===== src/rtl/fetch_unit_if.sv =====
// Instruction-memory request/response bus between the fetch stage and imem.
interface fetch_unit_if;
  logic        imem_req;
  logic [31:0] imem_addr;
  logic        imem_ready;
  logic [31:0] imem_rdata;

  modport master (
    output imem_req,
    output imem_addr,
    input  imem_ready,
    input  imem_rdata
  );

  modport slave (
    input  imem_req,
    input  imem_addr,
    output imem_ready,
    output imem_rdata
  );
endinterface


===== src/rtl/fetch_unit.sv =====
// Instruction fetch stage: owns the PC, fetches over a req/ready bus with a
// bounded wait, holds the word for decode and computes the next PC on advance.
module fetch_unit #(
  parameter logic [31:0] RESET_PC   = 32'h0040_0000,
  parameter logic [31:0] EXC_VECTOR = 32'h8000_0180,
  parameter int unsigned TIMEOUT    = 16
) (
  input  logic          clock,
  input  logic          reset,
  fetch_unit_if.master  imem,
  output logic [31:0]   inst,
  output logic          inst_valid,
  output logic [31:0]   pc,
  output logic [31:0]   pc4,
  input  logic          advance,
  input  logic [1:0]    control_type,
  input  logic          except,
  input  logic [31:0]   rs_data,
  output logic          addr_exc,
  output logic          fetch_err
);

  localparam int unsigned CNT_W = (TIMEOUT > 1) ? $clog2(TIMEOUT) : 1;
  localparam logic [CNT_W-1:0] CNT_LAST = CNT_W'(TIMEOUT - 1);

  typedef enum logic [1:0] {
    S_REQ,
    S_HOLD,
    S_ERR
  } state_t;

  state_t           state, state_n;
  logic [31:0]      pc_n;
  logic [31:0]      inst_n;
  logic [CNT_W-1:0] wait_cnt, wait_cnt_n;
  logic             addr_exc_n;

  logic [31:0]      branch_off;
  logic [31:0]      target;
  logic             misaligned;
  logic [31:0]      redirect;

  // Next-PC datapath: decoder selection, then misalignment redirect
  always_comb begin
    pc4        = pc + 32'd4;
    branch_off = {{14{inst[15]}}, inst[15:0], 2'b00};
    if (except) begin
      target = EXC_VECTOR;
    end else begin
      unique case (control_type)
        2'd0:    target = pc4;
        2'd1:    target = pc4 + branch_off;
        2'd2:    target = {pc4[31:28], inst[25:0], 2'b00};
        default: target = rs_data;
      endcase
    end
    misaligned = |target[1:0];
    redirect   = misaligned ? EXC_VECTOR : target;
  end

  // Next-state and register-update logic for the fetch FSM
  always_comb begin
    state_n    = state;
    pc_n       = pc;
    inst_n     = inst;
    wait_cnt_n = wait_cnt;
    addr_exc_n = 1'b0;
    unique case (state)
      S_REQ: begin
        if (imem.imem_ready) begin
          inst_n     = imem.imem_rdata;
          wait_cnt_n = '0;
          state_n    = S_HOLD;
        end else begin
          wait_cnt_n = wait_cnt + CNT_W'(1);
          if (wait_cnt == CNT_LAST) begin
            state_n = S_ERR;
          end
        end
      end
      S_HOLD: begin
        if (advance) begin
          pc_n       = redirect;
          addr_exc_n = misaligned;
          state_n    = S_REQ;
        end
      end
      default: begin
        state_n = S_ERR;
      end
    endcase
  end

  // State register with synchronous active-low reset
  always_ff @(posedge clock) begin
    if (!reset) begin
      state    <= S_REQ;
      pc       <= RESET_PC;
      inst     <= '0;
      wait_cnt <= '0;
      addr_exc <= 1'b0;
    end else begin
      state    <= state_n;
      pc       <= pc_n;
      inst     <= inst_n;
      wait_cnt <= wait_cnt_n;
      addr_exc <= addr_exc_n;
    end
  end

  // Bus and status outputs; request and valid are masked while reset is low
  always_comb begin
    imem.imem_req  = reset && (state == S_REQ);
    imem.imem_addr = pc;
    inst_valid     = reset && (state == S_HOLD);
    fetch_err      = (state == S_ERR);
  end

endmodule


===== src/flat_wrapper.sv =====
// flat-port wrapper written by rule: the top's interface ports become plain ports
module fetch_unit_flat 
#(
  parameter logic [31:0] RESET_PC   = 32'h0040_0000,
  parameter logic [31:0] EXC_VECTOR = 32'h8000_0180,
  parameter int unsigned TIMEOUT    = 16
)
  (clock, reset, inst, inst_valid, pc, pc4, advance, control_type, except, rs_data, addr_exc, fetch_err, imem_imem_req, imem_imem_addr, imem_imem_ready, imem_imem_rdata);
  fetch_unit_if imem_i ();
  input  logic clock;
  input  logic reset;
  output logic [31:0] inst;
  output logic inst_valid;
  output logic [31:0] pc;
  output logic [31:0] pc4;
  input  logic advance;
  input  logic [1:0] control_type;
  input  logic except;
  input  logic [31:0] rs_data;
  output logic addr_exc;
  output logic fetch_err;
  output wire logic [$bits(imem_i.imem_req)-1:0] imem_imem_req;
  output wire logic [$bits(imem_i.imem_addr)-1:0] imem_imem_addr;
  input wire logic [$bits(imem_i.imem_ready)-1:0] imem_imem_ready;
  input wire logic [$bits(imem_i.imem_rdata)-1:0] imem_imem_rdata;
  assign imem_imem_req = imem_i.imem_req;
  assign imem_imem_addr = imem_i.imem_addr;
  assign imem_i.imem_ready = imem_imem_ready;
  assign imem_i.imem_rdata = imem_imem_rdata;
  fetch_unit #(.RESET_PC(RESET_PC), .EXC_VECTOR(EXC_VECTOR), .TIMEOUT(TIMEOUT)) u_core (.clock(clock), .reset(reset), .imem(imem_i), .inst(inst), .inst_valid(inst_valid), .pc(pc), .pc4(pc4), .advance(advance), .control_type(control_type), .except(except), .rs_data(rs_data), .addr_exc(addr_exc), .fetch_err(fetch_err));
endmodule

===== config.mk =====
export PLATFORM = sky130hd
export DESIGN_NAME = fetch_unit_flat
export DESIGN_NICKNAME = d
export VERILOG_FILES = /design/src/rtl/fetch_unit_if.sv /design/src/rtl/fetch_unit.sv /design/src/flat_wrapper.sv
export SDC_FILE = /design/constraint.sdc
export NUM_CORES = 1
export LEC_CHECK = 0
export ABC_AREA = 1
export BUFFER_PORTS_ARGS = -buffer_cell sky130_fd_sc_hd__buf_2
export CORE_MARGIN = 1.5
export CORE_UTILIZATION = 30
export DETAILED_ROUTE_END_ITERATION = 8
export PLACE_DENSITY = 0.56
export SETUP_SLACK_MARGIN = 0.5
export SYNTH_ARGS = -nofsm -noshare
export SYNTH_HDL_FRONTEND = slang
export SYNTH_SLANG_ARGS = --single-unit
export TNS_END_PERCENT = 1

===== constraint.sdc =====
create_clock -name clock -period 2.6 [get_ports clock]
set_input_delay 0.13 -clock clock [delete_from_list [all_inputs] [get_ports clock]]
set_output_delay 0.13 -clock clock [all_outputs]
set_load 0.05 [all_outputs]

Yosys cells after proc, flatten, opt, wreduce, memory -nomap -nowiden
Cells that the tools add are included.
{ "classes": {"n_addsub": 3, "n_reduce_logical": 9, "n_mux": 8, "eq_ne": 7} }
{ "op_table": {"columns": ["cell", "count"], "rows": [
  ["32-bit one-hot mux with 3 select lines", 1],
  ["32-bit two-way mux", 2],
  ["32-bit by 3-bit adder with 32-bit output, second input constant", 1],
  ["32-bit adder", 1],
  ["2-bit two-way mux", 3],
  ["2-bit AND reduction", 3],
  ["4-bit by 1-bit adder with 4-bit output, second input constant", 1],
  ["2-bit by 1-bit == test with 1-bit output, second input constant", 2],
  ["2-bit == test, second input constant", 2],
  ["4-bit == test, second input constant", 1],
  ["2-bit logical NOT", 2],
  ["4-bit two-way mux", 1],
  ["2-bit one-hot mux with 2 select lines", 1],
  ["3-bit by 2-bit != test with 1-bit output, second input constant", 1],
  ["3-bit AND reduction", 1],
  ["1-bit logical AND", 2],
  ["2-bit != test, second input constant", 1],
  ["2-bit OR reduction", 1]
]} }
{ "totals": {"reg_bits": 71, "output_inout_bits": 132, "elab_cells": 32} }

Logic depth before layout (Yosys ltp)
Gate-level depths: netlist of the first run.
{ "depth": {"depth_word": 6, "ltp_mapped": 23} }

Least setup slack after synthesis of the first run
OpenSTA, ideal clock, no wires.
{ "synth_path": {"path_kind": "register -> register", "start": "register u_core.pc[2], in the netlist u_core.imem.imem_addr[2]", "end": "register u_core.pc[10], in the netlist u_core.imem.imem_addr[10]", "setup_ns": 0.132, "n_path_buf": 0, "t_required_ns": 2.468, "arrival_time_ns": 3.615, "slack_ns": -1.147, "stages_incl_launch_ff": 18, "period_less_slack_ns": 3.747, "cell_sequence": "dfxtp_1 -> ha_1 -> nand2_1 -> nor2_2 -> nand2_1 -> xor2_1 -> ha_1 -> nand2_1 -> inv_1 -> nand2_1 -> nand2_1 -> inv_1 -> nand2_1 -> or2_2 -> nand3_1 -> nand3_1 -> o211ai_1 -> a21oi_1"} }
{ "synth_via": {"elab_chain_len": 5} }
{ "synth_lines": {"columns": ["element", "line_no", "text"], "rows": [
  ["from (decl)", "fetch_unit.sv:13", "output logic [31:0] pc,"],
  ["from (signal assigned)", "fetch_unit.sv:104", "pc <= pc_n;"],
  ["32-bit by 3-bit adder with 32-bit output", "fetch_unit.sv:45", "pc4 = pc + 32'd4;"],
  ["net pc4[8]", "flat_wrapper.sv:15", "output logic [31:0] pc4;"],
  ["32-bit adder", "fetch_unit.sv:52", "2'd1: target = pc4 + branch_off;"],
  ["32-bit one-hot mux with 3 select lines", "fetch_unit.sv:50", "unique case (control_type)"],
  ["32-bit two-way mux", "fetch_unit.sv:47", "if (except) begin"],
  ["32-bit two-way mux", "fetch_unit.sv:58", "redirect = misaligned ? EXC_VECTOR : target;"]
]} }
The timed path passes the listed nets, and every way through them passes these cells.
A chain may end at the register's enable or synchronous reset.

Final worst setup path of the first run
{ "layout_path": {"start": "register u_core.pc[14], in the netlist u_core.imem.imem_addr[14]", "end": "register u_core.pc[29], in the netlist u_core.imem.imem_addr[29]"} }
{ "layout_via": {"elab_chain_len": 5} }
{ "layout_lines": {"columns": ["element", "line_no"], "rows": [
  ["32-bit by 3-bit adder with 32-bit output *", "fetch_unit.sv:45"],
  ["32-bit adder", "fetch_unit.sv:52"],
  ["32-bit one-hot mux with 3 select lines *", "fetch_unit.sv:50"],
  ["32-bit two-way mux *", "fetch_unit.sv:47"],
  ["32-bit two-way mux *", "fetch_unit.sv:58"]
]} }
Every way passes the cells marked *; elsewhere a longest branch is shown, timed or not.

==> flow_metrics.tcl, run 1 <==
set metrics [dict create \
    worstSetupStartpointType "register" \
    clock_pin_slew_reported_for_the_worst_setup_and_hold_paths_after_clock_tree_synthesis_ns 0.07 \
    synth_cell_types 45 \
    net-switching-power_mw 1.39 \
    tightestPinTransition_ns 0.735 \
    final_critical_path_setup_slack_ns -0.316 \
    finalHoldViolations 0 \
    power_frac_seq_pct 33.4 \
    synthesis.nets 1330 \
    final_min_period_ns 2.92 \
    power_frac_clock_pct 33.9 \
    post-route-util_pct 49.8 \
    timing.critical_path.arrival_ns 3.15 \
    endpoint_kind "register" \
    nNetsFinal 1712 \
    vias_in_the_first_global_route 8847 \
    critPathKind "reg -> reg" \
    route.detailed.wl_per_inst_um 17.0 \
    grt_setup_unrepaired "true" \
    initial_utilization_pct 30.5 \
    fin_hold_ws_ns 0.00665 \
    tritoncts_num_sinks 71 \
    route.final.wire_length_um 32200 \
    grt.total_usage_pct 26.9 \
    grt_start_max_net_pins 40 \
    p_sw_share_pct 38.8 \
    grt_pass1_wl_um 48900 \
    crit_required_ns 2.83 \
    timing.final.setup_violations 21 \
    slew-limit-headroom_pct 51.0 \
    cts.root.buffer_cell "clkbuf_16" \
    cts.htree.levels 3 \
    irDropWorstVdd_uv 298 \
    placeableCoreArea_mm2 0.0226 \
    post-place-ws_ns -0.535 \
    place_congestion 1.01 \
    synthToLayoutAreaGrowth_pct 63.4 \
    die-width_um 155 \
    post_route_cells_drive_above_1_share_pct 43.0 \
    timing.setup.tns_ns -3.14 \
    num_rows 55 \
    antenna_found_initial 0 \
    p_comb_share_pct 32.8 \
    ant_nets 0 \
    detail_route.iter0.violations 520 \
    diodes 0 \
    cts_inserted_buffers 9 \
    power-per-cell-area_mw_per_mm2 318 \
    die_h_um 155 \
    cp_slowest_cell "dfxtp_4" \
    syn-cell-area_mm2 0.00691 \
    layout.cell_area.non_filler_mm2 0.0113 \
    syn_inst 1223 \
    critical_path.cell_chain "clkinvlp_4, nor3_4, buf_6, nand2_2, nor2_2, nand3_1, nand2_2, clkinvlp_4, ha_4, buf_6, nand2_4, nor3_4, and2_4, nand2_4, nand2_2, nand2_1, nand3_2, nand2_1, nand2_1, a21oi_2" \
    design.die.area_mm2 0.0239 \
    clock_tree_from_tritoncts "done" \
    post_synth.cell_area_avg_um2 5.65 \
    violations "negative setup slack" \
    maxCapViolations 0 \
    min_period_over_period_pct 112 \
    internal_power_summed_over_all_cells_mw 2.20 \
    ratio_of_routed_vias_to_standard_cells 4.80 \
    yosysSeqAreaShare_pct 20.6 \
    synth-warning-count 0 \
    dr.pass1.iters 5 \
    drc_errors 0 \
    hpwlAfterDp_um 25500 \
    buffer_ports.inserted 202 \
    worst-path-max-fanout 5 \
    clock_latency_ns 0.36 \
    placedInstanceArea_mm2 0.00991 \
    cpPeakStageDelay_ns 0.38 \
    total_leakage_power_nw 5.92 \
    final-max-slew-violation-count 0 \
    max-clock-path-buffers 2 \
    worst_hold_path_type "in -> reg" \
    dr_total_vias 9094 \
    fmax_ghz 0.343 \
    run_status "finished, violations left" \
    total_grt_overflow 0 \
    synth-seq-cells 71 \
    finalClockSkew_ns 0.0147 \
    floorplan.io_pins 203 \
]
worst max-delay path: cells and delay by family (launching register included):
family	cells	cell delay, ns
AO/OA/AOI/OAI	1	0.05
adder cells (fa/ha/maj)	1	0.28
buffers and inverters	4	0.54
flip-flops	1	0.38
AND/OR/NAND/NOR	14	1.54
per-stage QoR:
step | power (mW) | std cells
after floorplan | 1.88 | 1223
after CTS | 3.55 | 1887
after global routing | 3.76 | 1895
final | 3.59 | 1895
after global placement | 2.26 | 1843
after detailed placement | 2.27 | 1843
cells by family (layout without fill, tap and decap cells):
group	count (synthesis)	after routing	share of synthesized area [%]
DFF	71	71	20.6
and+or+nand+nor	715	715	44.2
xor gates and xnor gates	13	13	1.76
adders and majority gates	36	36	6.63
AOI/OAI and AO/OA	144	144	11.5
buffers and inverters	244	631	15.4
path summary, 6_finish.rpt:
check | from | to | slack, ns | cells after the start
worst max-delay path | u_core.imem.imem_addr[14] | u_core.imem.imem_addr[29] | -0.32 | 20
worst min-delay path | imem_imem_rdata[30] | u_core.inst[30] | 0.007 | 3
worst min register to register | u_core.wait_cnt[3] | u_core.wait_cnt[3] | 0.48 | 2
worst max register to register | u_core.imem.imem_addr[14] | u_core.imem.imem_addr[29] | -0.32 | 20
power groups by stage:
stage,clock [mW],combinational [mW],sequential [mW]
after floorplan,0,0.483,1.39
after global placement,0,1.05,1.21
after detailed placement,0,1.05,1.21
after CTS,1.23,1.12,1.20
after global routing,1.28,1.27,1.21
final,1.22,1.18,1.20
layer usage:
layer	GRT usage, %	vias up	routed length (µm)
met5	0	-	0
met3	4.74	76	1930
met1	34.8	4148	14300
met4	13.2	0	1550
met2	43.1	304	14400
li1	-	4566	-
synthesized netlist by cell type, drive strengths merged:
cell	number	area, µm²
fa	1	20.0
and2	3	20.0
xnor2	2	17.5
a21oi	56	299
o2111ai	2	17.5
a211oi	2	15.0
a21o	2	15.0
inv	179	672
clkinv	2	7.51
or2	8	52.6
xor2	11	104
ha	35	438
o211ai	8	60.1
nand2	394	1500
o21bai	4	30.0
nor3	13	108
o221ai	2	17.5
nand3	87	465
buf	39	287
clkbuf	24	95.1
o21ai	68	340
nand3b	2	15.0
nand4	17	106
dfxtp	71	1420
nor2	191	782
final cells by class:
type	instances	area, µm²
fillers	2312	11400
multi-input cells	908	5480
repair buffers	434	2960
flip-flops and latches	71	1500
inverters	181	713
well taps	285	357
clock buffers	10	229
clock inverters	6	42.5
placed cells by master, fill, tap and decap left out, types with 4 or more instances in the layout:
master / synthesis / layout
nand2_1: 387 / 333
buf_4: 34 / 217
buf_2: 4 / 183
inv_1: 170 / 150
nor2_1: 175 / 147
nand3_1: 84 / 66
o21ai_0: 64 / 63
nand2_2: 6 / 45
dfxtp_1: 71 / 44
a21oi_1: 51 / 38
nor2_2: 11 / 22
nor2_4: 5 / 22
ha_4: 0 / 22
inv_2: 9 / 20
dfxtp_4: 0 / 18
nand4_1: 17 / 17
nand2_4: 1 / 16
a21oi_2: 5 / 16
nand3_2: 1 / 15
ha_1: 35 / 12
buf_6: 1 / 12
dlygate4sd3_1: 0 / 11
clkinvlp_4: 0 / 9
clkbuf_16: 0 / 9
dfxtp_2: 0 / 9
nor3_4: 2 / 8
o211ai_1: 8 / 8
buf_8: 0 / 7
nand3_4: 2 / 6
o21ai_1: 4 / 5
or2_2: 5 / 5
xor2_4: 0 / 5
o21bai_1: 4 / 4
xor2_2: 1 / 4
sequential cells by signal, summed over array words and instances, names as in the netlist:
register / count
u_core.wait_cnt: 4
u_core.state: 2
u_core.imem.imem_addr: 32
u_core.addr_exc: 1
u_core.inst: 32
what timing repair did:
item | CTS | global route
hold buffers | 11 | 0
hold endpoints to repair | 11 | 0
gates resized for setup | 105 | 93
setup buffers | 17 | 8
setup endpoints to repair | 45 | 48
pin swaps | 27 | 43
Note: power is estimated with default switching activity, not from simulation.
==> run 2: changes to the inputs <==
--- a/config.mk
+++ b/config.mk
@@ -7,10 +7,13 @@
 export LEC_CHECK = 0
 export ABC_AREA = 1
 export BUFFER_PORTS_ARGS = -buffer_cell sky130_fd_sc_hd__buf_2
+export CELL_PAD_IN_SITES_DETAIL_PLACEMENT = 0
+export CELL_PAD_IN_SITES_GLOBAL_PLACEMENT = 1
 export CORE_MARGIN = 1.5
 export CORE_UTILIZATION = 30
 export DETAILED_ROUTE_END_ITERATION = 8
-export PLACE_DENSITY = 0.56
+export PLACE_DENSITY = 0.77
+export RECOVER_POWER = 25
 export SETUP_SLACK_MARGIN = 0.5
 export SYNTH_ARGS = -nofsm -noshare
 export SYNTH_HDL_FRONTEND = slang
==> flow_metrics.tcl, run 2 (synthesized netlist as in run 1, its figures left out) <==
set metrics [dict create \
    endpoint_kind "register" \
    cpPeakStageDelay_ns 0.38 \
    final_critical_path_setup_slack_ns -0.286 \
    slew-limit-headroom_pct 54.4 \
    hpwlAfterDp_um 24600 \
    post-route-util_pct 49.8 \
    ratio_of_routed_vias_to_standard_cells 4.78 \
    drc_errors 0 \
    num_rows 55 \
    critPathKind "reg -> reg" \
    hold_path_depth 3 \
    detail_route.iter0.violations 483 \
    nNetsFinal 1702 \
    die_h_um 155 \
    timing.critical_path.arrival_ns 3.11 \
    power-per-cell-area_mw_per_mm2 324 \
    worst_hold_path_type "in -> reg" \
    cts.htree.levels 3 \
    crit_path_frequent_cell "nand2_1" \
    min-delay-start "imem_imem_rdata[6]" \
    clock_latency_ns 0.35 \
    worstSetupStartpointType "register" \
    timing.final.setup_violations 24 \
    filler_cell_count 2331 \
    total_leakage_power_nw 5.74 \
    buffer_ports.inserted 202 \
    placeableCoreArea_mm2 0.0226 \
    dr_total_vias 9007 \
    synthToLayoutAreaGrowth_pct 63.2 \
    crit_required_ns 2.83 \
    route.detailed.wl_per_inst_um 16.6 \
    run_status "finished, violations left" \
    place_congestion 0.966 \
    final_cell_mix "nand2_1 (328), buf_4 (200), inv_1 (147), nor2_1 (146), buf_2 (139)" \
    worst-path-max-fanout 4 \
    tritoncts_num_sinks 71 \
    tightestPinTransition_ns 0.683 \
    dpl.cell_count 1833 \
    layout.cells.most_common "nand2_1" \
    timing.reg2reg.setup_slack_ns -0.29 \
    violations "negative setup slack" \
    irDropWorstVdd_uv 336 \
    ant_nets 0 \
    grt.total_usage_pct 25.8 \
    clock_tree_from_tritoncts "done" \
    post_route_cells_drive_above_1_share_pct 40.5 \
    worstReg2RegEnd "u_core.imem.imem_addr[30]" \
    critical_path.cell_chain "nand3_4, nor2_4, nand2_4, buf_12, nor3_4, nand4_1, nand2_2, clkinvlp_4, ha_4, buf_6, nand2_1, nand2_1, inv_1, nand2_1, nand2_1, nand2_1, a21oi_2, buf_4, nand3_2, nand3_2, nand2_1, nand2_1, a21oi_2" \
    grt_start_max_net_pins 40 \
    worst_reg2reg_path_startpoint "u_core.imem.imem_addr[2]" \
    finalHoldViolations 0 \
    final-max-slew-violation-count 0 \
    initial_utilization_pct 30.5 \
    grt_pass1_wl_um 46700 \
    clock_pin_slew_reported_for_the_worst_setup_and_hold_paths_after_clock_tree_synthesis_ns 0.07 \
    maxCapViolations 0 \
    finalNonFillerCells 1885 \
    hold_path_end "u_core.inst[6]" \
    design.die.area_mm2 0.0239 \
    final_min_period_ns 2.89 \
    max-clock-path-buffers 2 \
    finalClockSkew_ns 0.00984 \
    dr.pass1.iters 5 \
    min_period_over_period_pct 111 \
    diodes 0 \
    cts.root.buffer_cell "clkbuf_16" \
    vias_in_the_first_global_route 8559 \
    cts_inserted_buffers 9 \
    cp_slowest_cell "dfxtp_4" \
    total_grt_overflow 0 \
    die-width_um 155 \
    fmax_ghz 0.346 \
    grt_setup_unrepaired "true" \
    route.final.wire_length_um 31400 \
    antenna_found_initial 0 \
    floorplan.io_pins 203 \
    depth_of_the_worst_register_to_register_path 23 \
]
==> run 2: cell count changes in the layout (fill, tap and decap cells not counted), sizes merged <==
cell	previous run	this run
clkinv	5	6
dlygate4sd3	11	17
inv	173	171
clkinvlp	9	10
buf	422	364
clkbuf	11	53
==> run 2: stage by stage <==
step	cell area, µm²	power (mW)	TNS, ns	setup slack [ns]	hold WS, ns
detailed placement	9850	2.27	-7.18	-0.541	0.358
CTS	11000	3.65	-3.93	-0.262	0.000165
global placement	9850	2.26	-7.23	-0.574	0.350
finish	11300	3.66	-3.57	-0.286	0.00424
global route	11300	3.81	-8.13	-0.494	0.0101
floorplan	7420	1.88	-4.29	-0.238	0.265
==> run 2: worst max path at each step <==
stage | endpoint | startpoint | slack, ns | cells past startpoint
final | u_core.imem.imem_addr[30] | u_core.imem.imem_addr[2] | -0.29 | 23
after global routing | u_core.imem.imem_addr[29] | u_core.imem.imem_addr[9] | -0.49 | 22
after CTS | u_core.imem.imem_addr[30] | u_core.imem.imem_addr[2] | -0.26 | 23
after detailed placement | u_core.imem.imem_addr[30] | u_core.imem.imem_addr[14] | -0.54 | 21
after global placement | u_core.imem.imem_addr[20] | u_core.imem.imem_addr[6] | -0.57 | 17
after floorplan | u_core.imem.imem_addr[29] | u_core.imem.imem_addr[8] | -0.24 | 20
==> run 2: layer usage <==
metal  global-route usage, %  share of wire [%]  routed length (µm)  vias up
met2                    42.7                 46               14400      305
met5                       0                  0                   0        -
met1                    32.9                 44               13900     4114
met4                    10.3                3.4                1070        0
met3                    5.24                6.6                2070       50
li1                        -                  -                   -     4538
==> run 2: where the power goes <==
part / switching, mW / internal [mW]
Combinational: 0.756 / 0.399
Sequential: 0.0674 / 1.13
Clock: 0.586 / 0.716
==> run 2: critical path, delay by kind of cell (launching register included) <==
family / cells / cell delay, ns
simple gates: 15 / 1.30
fa+ha+maj: 1 / 0.26
flops: 1 / 0.38
compound gates: 2 / 0.20
buf+inv: 5 / 0.62
==> run 2: repair_timing <==
action	4_1_cts	5_1_grt
endpoints found under the hold margin	17	0
pin swaps	40	47
gates resized for setup	132	86
endpoints found under the setup margin	45	48
setup buffers	13	6
gates cloned	0	0
hold buffers	17	0
==> run 2: area by class of cell <==
type	instances	area [µm²]	share of cell area, %
clock buffer	10	250	2.22
clock inverter	6	48.8	0.433
inverter	181	719	6.38
multi-input combinational	908	5530	49.1
sequential	71	1500	13.3
tap	285	357	3.16
timing repair buffer	424	2860	25.4
